==> config.mk <==
export PLATFORM = sky130hd
export DESIGN_NAME = jtag_register_bank
export DESIGN_NICKNAME = d
export VERILOG_FILES = /design/src/rtl/jtag_bank_pkg.sv /design/src/rtl/jtag_edge_detect.sv /design/src/rtl/jtag_register_bank.sv
export SDC_FILE = /design/constraint.sdc
export NUM_CORES = 1
export LEC_CHECK = 0
export ABC_CLOCK_PERIOD_IN_PS = 4900
export CAP_MARGIN = 20
export CORE_ASPECT_RATIO = 1.5
export CORE_MARGIN = 2
export CORE_UTILIZATION = 55
export CTS_BUF_LIST = sky130_fd_sc_hd__clkbuf_8
export DETAILED_ROUTE_END_ITERATION = 10
export PLACE_DENSITY = 0.88
export SLEW_MARGIN = 20
export SYNTH_ARGS = -nofsm -noshare
export SYNTH_HDL_FRONTEND = slang
export SYNTH_SLANG_ARGS = --single-unit
==> constraint.sdc <==
create_clock -name iMAIN_CLK -period 4.9 [get_ports iMAIN_CLK]
set_input_delay 1.47 -clock iMAIN_CLK [delete_from_list [all_inputs] [get_ports iMAIN_CLK]]
set_output_delay 1.47 -clock iMAIN_CLK [all_outputs]
set_load 0.05 [all_outputs]
==> src/rtl/jtag_bank_pkg.sv <==
// rtl/jtag_bank_pkg.sv - shared opcode/state enums and ID constant for the JTAG register bank
package jtag_bank_pkg;

  typedef enum logic [1:0] {
    OP_READ        = 2'b00,
    OP_WRITE       = 2'b01,
    OP_READ_WRITE  = 2'b10,
    OP_BURST_WRITE = 2'b11
  } opcode_e;

  typedef enum logic [1:0] {
    ST_IDLE,
    ST_CAPTURE,
    ST_SHIFT,
    ST_UPDATE
  } state_e;

  localparam logic [31:0] JTAG_BANK_ID = 32'h4A544147;

endpackage

==> src/rtl/jtag_edge_detect.sv <==
// rtl/jtag_edge_detect.sv - registered rising-edge pulse for one already-synchronised JTAG level
module jtag_edge_detect (
  input  logic clk_i,
  input  logic rst_i,
  input  logic sig_i,
  output logic rise_o
);

  logic sig_q;
  logic rise_q;

  always_ff @(posedge clk_i) begin
    if (rst_i) begin
      sig_q  <= 1'b0;
      rise_q <= 1'b0;
    end else begin
      sig_q  <= sig_i;
      rise_q <= sig_i & ~sig_q;
    end
  end

  assign rise_o = rise_q;

endmodule

==> src/rtl/jtag_register_bank.sv <==
// rtl/jtag_register_bank.sv - virtual-JTAG register bank with read/write/burst access
// Defining JTAG_BANK_PARITY_EN adds an even-parity bit per word and the oPARITY_ERRORS counter.
module jtag_register_bank
  import jtag_bank_pkg::*;
#(
  parameter  int REGISTER_SIZE       = 8,
  parameter  int NUMBER_OF_REGISTERS = 4,
  localparam int ADDRESS_WIDTH       = $clog2(NUMBER_OF_REGISTERS + 1),
  localparam int IR_WIDTH            = ADDRESS_WIDTH + 2
) (
  input  logic                                               iMAIN_CLK,
  input  logic                                               iRESET,
  input  logic [IR_WIDTH-1:0]                                iADDRESS,
  input  logic                                               iTCK,
  input  logic                                               iTDI,
  input  logic                                               iSTATE_CDR,
  input  logic                                               iSTATE_SDR,
  input  logic                                               iSTATE_UDR,
  output logic                                               oTDO,
  input  logic [NUMBER_OF_REGISTERS-1:0][REGISTER_SIZE-1:0]  iDATA,
  output logic [NUMBER_OF_REGISTERS-1:0][REGISTER_SIZE-1:0]  oDATA,
  output logic [NUMBER_OF_REGISTERS-1:0]                     oWRITE_STROBE
`ifdef JTAG_BANK_PARITY_EN
  ,
  output logic [7:0]                                         oPARITY_ERRORS
`endif
);

`ifdef JTAG_BANK_PARITY_EN
  localparam int W = REGISTER_SIZE + 1;
`else
  localparam int W = REGISTER_SIZE;
`endif
  localparam int CW = $clog2(W + 1);
  localparam int N  = NUMBER_OF_REGISTERS;
  localparam int AW = ADDRESS_WIDTH;

  logic tck_rise, cdr_rise, sdr_rise, udr_rise;

  jtag_edge_detect u_tck (.clk_i(iMAIN_CLK), .rst_i(iRESET), .sig_i(iTCK),       .rise_o(tck_rise));
  jtag_edge_detect u_cdr (.clk_i(iMAIN_CLK), .rst_i(iRESET), .sig_i(iSTATE_CDR), .rise_o(cdr_rise));
  jtag_edge_detect u_sdr (.clk_i(iMAIN_CLK), .rst_i(iRESET), .sig_i(iSTATE_SDR), .rise_o(sdr_rise));
  jtag_edge_detect u_udr (.clk_i(iMAIN_CLK), .rst_i(iRESET), .sig_i(iSTATE_UDR), .rise_o(udr_rise));

  state_e                  state_q, state_d;
  opcode_e                 op_q;
  logic [AW-1:0]           addr_q, ptr_q;
  logic [CW-1:0]           count_q;
  logic [W-1:0]            shift_q, shifted, cap_word;
  logic [REGISTER_SIZE-1:0] cap_data;
  logic [N-1:0][REGISTER_SIZE-1:0] data_q;
  logic [N-1:0]            strobe_q;
  logic                    tdo_q;
  logic                    capture_en, shift_en, update_en;
  logic                    full_single, full_burst, cand, parity_ok, commit;
  logic [AW-1:0]           cand_idx;
  logic [W-1:0]            cand_data;

  always_ff @(posedge iMAIN_CLK) begin
    if (iRESET) state_q <= ST_IDLE;
    else        state_q <= state_d;
  end

  // UDR wins over a simultaneous CDR; UDR seen from IDLE has nothing to update
  always_comb begin
    state_d = state_q;
    case (state_q)
      ST_IDLE:    if (cdr_rise && !udr_rise) state_d = ST_CAPTURE;
      ST_CAPTURE: if (udr_rise) state_d = ST_UPDATE;
                  else if (sdr_rise) state_d = ST_SHIFT;
      ST_SHIFT:   if (udr_rise) state_d = ST_UPDATE;
      ST_UPDATE:  state_d = ST_IDLE;
      default:    state_d = ST_IDLE;
    endcase
  end

  always_comb begin
    capture_en = (state_q == ST_IDLE) && (state_d == ST_CAPTURE);
    shift_en   = (state_q == ST_SHIFT) && (state_d == ST_SHIFT) && tck_rise;
    update_en  = (state_q != ST_UPDATE) && (state_d == ST_UPDATE);
  end

  always_comb begin
    cap_data = '0;
    for (int i = 0; i < N; i++) begin
      if (iADDRESS[AW-1:0] == AW'(i)) cap_data = iDATA[i];
    end
    if (iADDRESS[AW-1:0] == AW'(N)) cap_data = REGISTER_SIZE'(JTAG_BANK_ID);
    if (opcode_e'(iADDRESS[IR_WIDTH-1 -: 2]) == OP_WRITE ||
        opcode_e'(iADDRESS[IR_WIDTH-1 -: 2]) == OP_BURST_WRITE) cap_data = '0;
`ifdef JTAG_BANK_PARITY_EN
    cap_word = {^cap_data, cap_data};
`else
    cap_word = cap_data;
`endif
  end

  assign shifted = {iTDI, shift_q[W-1:1]};

  // A burst word completes on the shift that brings the counter to W
  always_comb begin
    full_single = update_en && (op_q == OP_WRITE || op_q == OP_READ_WRITE) && (count_q == CW'(W));
    full_burst  = shift_en && (op_q == OP_BURST_WRITE) && (count_q == CW'(W - 1));
    cand        = full_single || full_burst;
    cand_idx    = full_burst ? ptr_q : addr_q;
    cand_data   = full_burst ? shifted : shift_q;
`ifdef JTAG_BANK_PARITY_EN
    parity_ok   = ~^cand_data;
`else
    parity_ok   = 1'b1;
`endif
    commit      = cand && parity_ok && (addr_q < AW'(N));
  end

  always_ff @(posedge iMAIN_CLK) begin
    if (iRESET) begin
      op_q     <= OP_READ;
      addr_q   <= '0;
      ptr_q    <= '0;
      count_q  <= '0;
      shift_q  <= '0;
      data_q   <= '0;
      strobe_q <= '0;
      tdo_q    <= 1'b0;
    end else begin
      strobe_q <= '0;
      tdo_q    <= shift_q[0];
      if (capture_en) begin
        shift_q <= cap_word;
        count_q <= '0;
        addr_q  <= iADDRESS[AW-1:0];
        ptr_q   <= iADDRESS[AW-1:0];
        op_q    <= opcode_e'(iADDRESS[IR_WIDTH-1 -: 2]);
      end else if (shift_en) begin
        shift_q <= shifted;
        if (full_burst) begin
          count_q <= '0;
          ptr_q   <= (ptr_q == AW'(N - 1)) ? '0 : ptr_q + 1'b1;
        end else if (count_q != CW'(W)) begin
          count_q <= count_q + 1'b1;
        end
      end
      if (commit) begin
        for (int i = 0; i < N; i++) begin
          if (cand_idx == AW'(i)) begin
            data_q[i]   <= cand_data[REGISTER_SIZE-1:0];
            strobe_q[i] <= 1'b1;
          end
        end
      end
    end
  end

`ifdef JTAG_BANK_PARITY_EN
  logic [7:0] perr_q;

  always_ff @(posedge iMAIN_CLK) begin
    if (iRESET) perr_q <= '0;
    else if (cand && !parity_ok && perr_q != 8'hFF) perr_q <= perr_q + 8'd1;
  end

  assign oPARITY_ERRORS = perr_q;
`endif

  assign oDATA         = data_q;
  assign oWRITE_STROBE = strobe_q;
  assign oTDO          = tdo_q;

endmodule

==> results of run 1 <==
## flip-flops by register name, indices dropped and copies added (netlist names), 2 cells and up
signal / cells
oDATA: 32
shift_q: 8
count_q: 4
oWRITE_STROBE: 4
addr_q: 3
ptr_q: 3
op_q: 2
state_q: 2
## stage by stage
stage               cell area (sq um)  total power (W)  cells
CTS                              4250          0.00114    477
floorplan                        3270         0.000636    333
global route                     4260          0.00118    477
global placement                 4050         0.000678    461
finish                           4260          0.00114    477
detailed placement               4050         0.000681    461
## how the worst min path moves through the flow
stage,endpoint,cells past startpoint
final,u_sdr.rise_o,1
after global routing,u_tck.rise_o,1
after CTS,u_sdr.rise_o,1
after detailed placement,u_sdr.rise_o,1
after global placement,u_udr.rise_o,1
after floorplan,u_cdr.rise_o,1
## routing by layer
layer | wire, microns | up-vias | part of all wire, % | track usage, %
li1 | - | 1339 | - | -
met1 | 3130 | 1333 | 38 | 30.6
met2 | 4230 | 110 | 52 | 44.8
met3 | 554 | 26 | 6.8 | 7.88
met4 | 223 | 0 | 2.7 | 11.8
met5 | 0 | - | 0 | 0
## final cells by class
class	instances	area (sq um)
Timing Repair Buffer	80	798
Clock inverter	7	75.1
Multi-Input combinational cell	237	1810
Inverter	5	18.8
Tap cell	72	90.1
Fill cell	433	1520
Sequential cell	67	1340
Clock buffer	9	124
## cells by family (layout without fill, tap and decap cells)
kind of cell,count (synthesis),in the layout,synth area share [%]
AOI/OAI and AO/OA,74,74,16.1
xor gates and xnor gates,1,1,0.268
adders and majority gates,4,4,1.53
buffers and inverters,29,101,3.75
DFF,67,67,41.0
muxes,43,43,16.0
and+or+nand+nor,115,115,21.4
## worst reg2reg max path, cell delays in order, from the launching register on
cell	delay [ns]
dfxtp_1	0.49
nand4bb_1	0.79
o21ai_0	0.53
a221o_1	0.45
mux2_2	0.39
## power groups by stage
stage | sequential, W | clock (W) | combinational, W
floorplan | 0.000575 | 0 | 0.0000609
finish | 0.000568 | 0.000467 | 0.000103
detailed placement | 0.000580 | 0 | 0.000101
global route | 0.000570 | 0.000493 | 0.000113
global placement | 0.000580 | 0 | 0.0000984
CTS | 0.000568 | 0.000468 | 0.000102
## cells in the final DEF, fill, tap and decap left out, types with 4 or more instances in the layout
master,netlist,layout
a21oi_1,23,23
o21ai_0,18,18
nand3_1,12,12
a211oi_1,5,5
nand2b_1,4,4
clkbuf_8,0,9
o22ai_1,8,8
mux4_2,4,4
nor2_1,13,13
mux2_2,34,34
nor2b_1,49,49
a21boi_0,4,4
nand2_1,11,11
mux2i_1,5,5
a211o_1,4,4
ha_1,4,4
clkdlybuf4s50_1,0,79
inv_1,5,5
dfxtp_1,67,67
==> impl_results.md, run 1 <==
* Antenna violations before repair at 0
* Startpoint types: input pin
* Reg power frac at 49.9%
* Final setup fails at 0
* Post-layout util at 73.7%
* WP data arrival at 3.37 ns
* Worst Skew at 0.0112 ns
* GR Overflow Total at 0
* GP Congestion at 0.844
* First-pass GRT wire length at 13.3 mm
* Setup TNS at 0 ns
* Critical path depth at 4
* Number of flops mapped to enable cells by yosys at 0
* Pre-antenna DRT Iters at 5
* Lkg Pwr at 1.60 nW
* HPWL after DPL at 5.49 mm
* Post-Syn Nets at 381
* Max Fclk at 0.317 GHz
* Iteration-0 DRC Markers at 200
* Number of H-tree levels at 3
* Top cell type's share of synthesized area at 41.0%
* Nets at 448
* Worst R2R End: oDATA[9]
* Vias in the first global route at 2869
* Hold Vio Cnt, Final at 0
* Period Utilization, post-route at 64.5%
* Fin. max-slew vios at 0
* DRC at 0
* Count leader, synth: dfxtp_1
* Hold_buf cts at 0
* Core area at 5790 sq um
* Top cell type by total area after synthesis: dfxtp_1
* Total routed wirelength at 8.13 mm
* Diode count at 0
* Final critical-path required period at 3.16 ns
* Hold_sp: u_sdr.sig_q
* Die area at 6590 sq um
* Worst setup startpoint: iADDRESS[0]
* Post CTS Setup Buffer Count at 0
* Initial core utilization at 56.6%
* Launch point of the worst reg-to-reg path: state_q[1]
* Synth top area cells: dfxtp_1, mux2_2, nor2b_1
* Number of CTS-inserted buffers at 9
* Crit. End Element: flop
* Synthesized area at 3270 sq um
* Deepest clock path buffer count at 2
* Vias per cell at 5.89
* Clock power share at 41.0%
* Layout Area Growth over Synthesis at 30.2%
* GRT Resource Usage Total at 26.6%
* Sequential share of the synthesized area at 41.0%
* P_int at 0.000850 W
* Clk pin slew, worst setup/hold paths at 0.07 ns
* Top post-synthesis cells by count: dfxtp_1, nor2b_1, mux2_2
* Port buffer count at 80
* Synthesized flop and latch total at 67
* Worst hold path type: reg -> reg
* Flop2flop setup slack at 2.14 ns
* RSZ-0062 raised after global routing: false
* Synth cell types at 47
* Die Span Y at 98.5 microns
* Critical Path RT at 5.11 ns
* Worst R2R Path Depth at 4
* Place WS at 1.52 ns
* Crit Path Category: in -> reg
* Crit-path leading delay family: buffers and inverters
* Die X at 67.0 microns
* Layout cells sized above 1 at 16.5%
* Post-Syn Instances at 333
* Average wire per standard cell at 17.1 microns
* Worst skew pair latency at 0.35 ns
* Synth async-reset ratio at 0%
* Switch Pwr at 0.000288 W
* Switching share of total power at 25.3%
* Max-Cap Viols at 0
* Crit-path slowest cell: clkdlybuf4s50_1
* Status: finished clean
* Cell Chain, Critical Path: clkdlybuf4s50_1, mux4_2, a21boi_0, o22ai_1
* Setup WS post-layout at 1.74 ns
* Slowest stage delay, CP at 0.89 ns
* Combinational power share at 9.0%
* Largest net degree at the start of global routing at 63
* # IOs at 81
* Syn avg cell area at 9.83 sq um
* # rows at 34
* Vias at 2808
* Hold Slack at 0.381 ns
* TritonCTS clock tree: done
* Worst Path Max Fanout at 15
* Most used DFF post-synth: dfxtp_1
* End of the critical path: shift_q[0]
* Post-cts gate resize count at 0
* Worst-margin pin slew at 0.944 ns
* Clk root buf: clkbuf_8
* Pwr Density at 267 nW/um^2
* Max IR drop VDD at 0.268 mV
* Number of antenna-violating nets in the routed design at 0
* Worst path bufs/invs at 1
* CTS Sinks at 67
* YS warnings at 0
* Slew Limit Headroom at 36.7%
Note: power is estimated with default switching activity, not from simulation.
==> run 2: changes to the inputs <==
ABC_CLOCK_PERIOD_IN_PS = 3210   (was 4900)
CORE_UTILIZATION = 51   (was 55)
PLACE_DENSITY = 0.82   (was 0.88)
clock period = 3.21 ns   (was 4.9 ns; I/O delays follow)
==> run 2 against run 1 <==
Compared with the run above: global-route usage decreased by 3.2 points; flip-flop and latch count unchanged; design area increased by 1.3%; worst hold slack lost 0.0023 ns; routed wire length is 4.3% lower.
==> impl_results.md, run 2 (same netlist as run 1, synthesis figures left out) <==
* WP data arrival at 2.91 ns
* Post-layout util at 69.9%
* Vias at 2764
* Launch point of the worst reg-to-reg path: count_q[0]
* Combinational power share at 8.6%
* Nets at 452
* Slew Limit Headroom at 57.1%
* Worst R2R Path Depth at 5
* Worst path bufs/invs at 0
* Pre-antenna DRT Iters at 5
* Flop2flop setup slack at 0.55 ns
* Max Fclk at 0.375 GHz
* P_int at 0.00138 W
* TritonCTS clock tree: done
* Core area at 6170 sq um
* Worst Path Max Fanout at 16
* End of the critical path: oDATA[24]
* Final setup fails at 0
* Clock power share at 43.5%
* Die area at 7090 sq um
* Diode count at 0
* Fill cells at 480
* Switching share of total power at 24.0%
* Average wire per standard cell at 16.1 microns
* Overall power at 0.00181 W
* Deepest clock path buffer count at 2
* Setup TNS at 0 ns
* Clk pin slew, worst setup/hold paths at 0.08 ns
* Clk root buf: clkbuf_8
* Number of H-tree levels at 3
* Worst setup startpoint: count_q[0]
* Switch Pwr at 0.000434 W
* GP Congestion at 0.832
* Final critical-path required period at 2.66 ns
* DRC at 0
* Layout cells sized above 1 at 17.4%
* Number of antenna-violating nets in the routed design at 0
* Multi-input logic area at 1810 sq um
* Antenna violations before repair at 0
* Pwr Density at 420 nW/um^2
* Crit. End Element: flop
* GR Overflow Total at 0
* GRT Resource Usage Total at 23.4%
* RSZ-0062 raised after global routing: false
* Vias in the first global route at 2928
* Worst-margin pin slew at 0.642 ns
* Post-layout instance area at 4320 sq um
* Die X at 69.4 microns
* First-pass GRT wire length at 13.2 mm
* Vias per cell at 5.72
* Post CTS Setup Buffer Count at 0
* Port buffer count at 80
* CTS Sinks at 67
* Post-cts gate resize count at 0
* Hold_buf cts at 0
* Layout Area Growth over Synthesis at 31.9%
* Crit-path slowest cell: a221oi_4
* Critical Path RT at 3.45 ns
* Cell Chain, Critical Path: ha_1, and4b_1, nand2_2, a221oi_4, mux2_2
* Critical path depth at 5
* Slowest stage delay, CP at 0.63 ns
* Startpoint types: flop
* Number of CTS-inserted buffers at 9
* Status: finished clean
* Most frequent cells in the layout: clkdlybuf4s50_1, dfxtp_1, nor2b_1
* Period Utilization, post-route at 83.0%
* Die Span Y at 102 microns
* Crit Path Category: reg -> reg
* Iteration-0 DRC Markers at 186
* Register area at 1340 sq um
* Largest register FFs at 32
* Worst R2R End: oDATA[24]
* Max-Cap Viols at 0
* Fin. max-slew vios at 0
* Hold_sp: u_cdr.sig_q
* Hold Vio Cnt, Final at 0
* Largest net degree at the start of global routing at 36
* Commonest non-fill, non-tap cell in the layout: clkdlybuf4s50_1
* # rows at 35
* Crit-path leading delay family: simple AND/OR/NAND/NOR gates
* # IOs at 81
* HPWL after DPL at 5.58 mm
* Worst Skew at 0.0119 ns
* Worst skew pair latency at 0.35 ns
* Lkg Pwr at 1.64 nW
* Worst hold path type: reg -> reg
* Initial core utilization at 53.0%
* Reg power frac at 47.9%
* Total routed wirelength at 7.79 mm
* Post-DP Area at 4090 sq um
* Max IR drop VDD at 0.282 mV
run 2: worst min-delay path by stage:
stage / endpoint / slack, ns / cells past startpoint
after CTS: u_cdr.rise_o / 0.38 / 1
after global placement: u_cdr.rise_o / 0.37 / 1
final: u_cdr.rise_o / 0.38 / 1
after detailed placement: u_cdr.rise_o / 0.38 / 1
after global routing: u_cdr.rise_o / 0.40 / 1
after floorplan: u_cdr.rise_o / 0.37 / 1
run 2: cell type report:
class	instances	share of cell area, %
multi-input cells	237	42.0
flip-flops and latches	67	31.1
repair buffers	84	19.1
clock buffers	9	2.87
clock inverters	7	2.32
well taps	74	2.14
inverters	5	0.435
run 2: power groups by stage:
stage               combinational, W  sequential, W  clock, W
finish                      0.000156       0.000868  0.000788
detailed placement          0.000156       0.000886         0
floorplan                  0.0000930       0.000877         0
global placement            0.000153       0.000885         0
CTS                         0.000157       0.000867  0.000789
global route                0.000172       0.000871  0.000825
run 2: per-stage QoR:
stage,hold WS [ns],worst slack (ns),cells
final,0.379,0.545,483
after floorplan,0.367,0.899,333
after CTS,0.382,0.565,483
after global placement,0.372,0.394,467
after detailed placement,0.378,0.346,467
after global routing,0.400,0.370,483
run 2: metal layers:
metal | up-vias | track usage [%] | routed length (microns)
met5 | - | 0 | 0
met4 | 0 | 11.2 | 128
met3 | 12 | 4.24 | 343
met2 | 77 | 43.0 | 4250
met1 | 1334 | 26.1 | 3070
li1 | 1341 | - | -
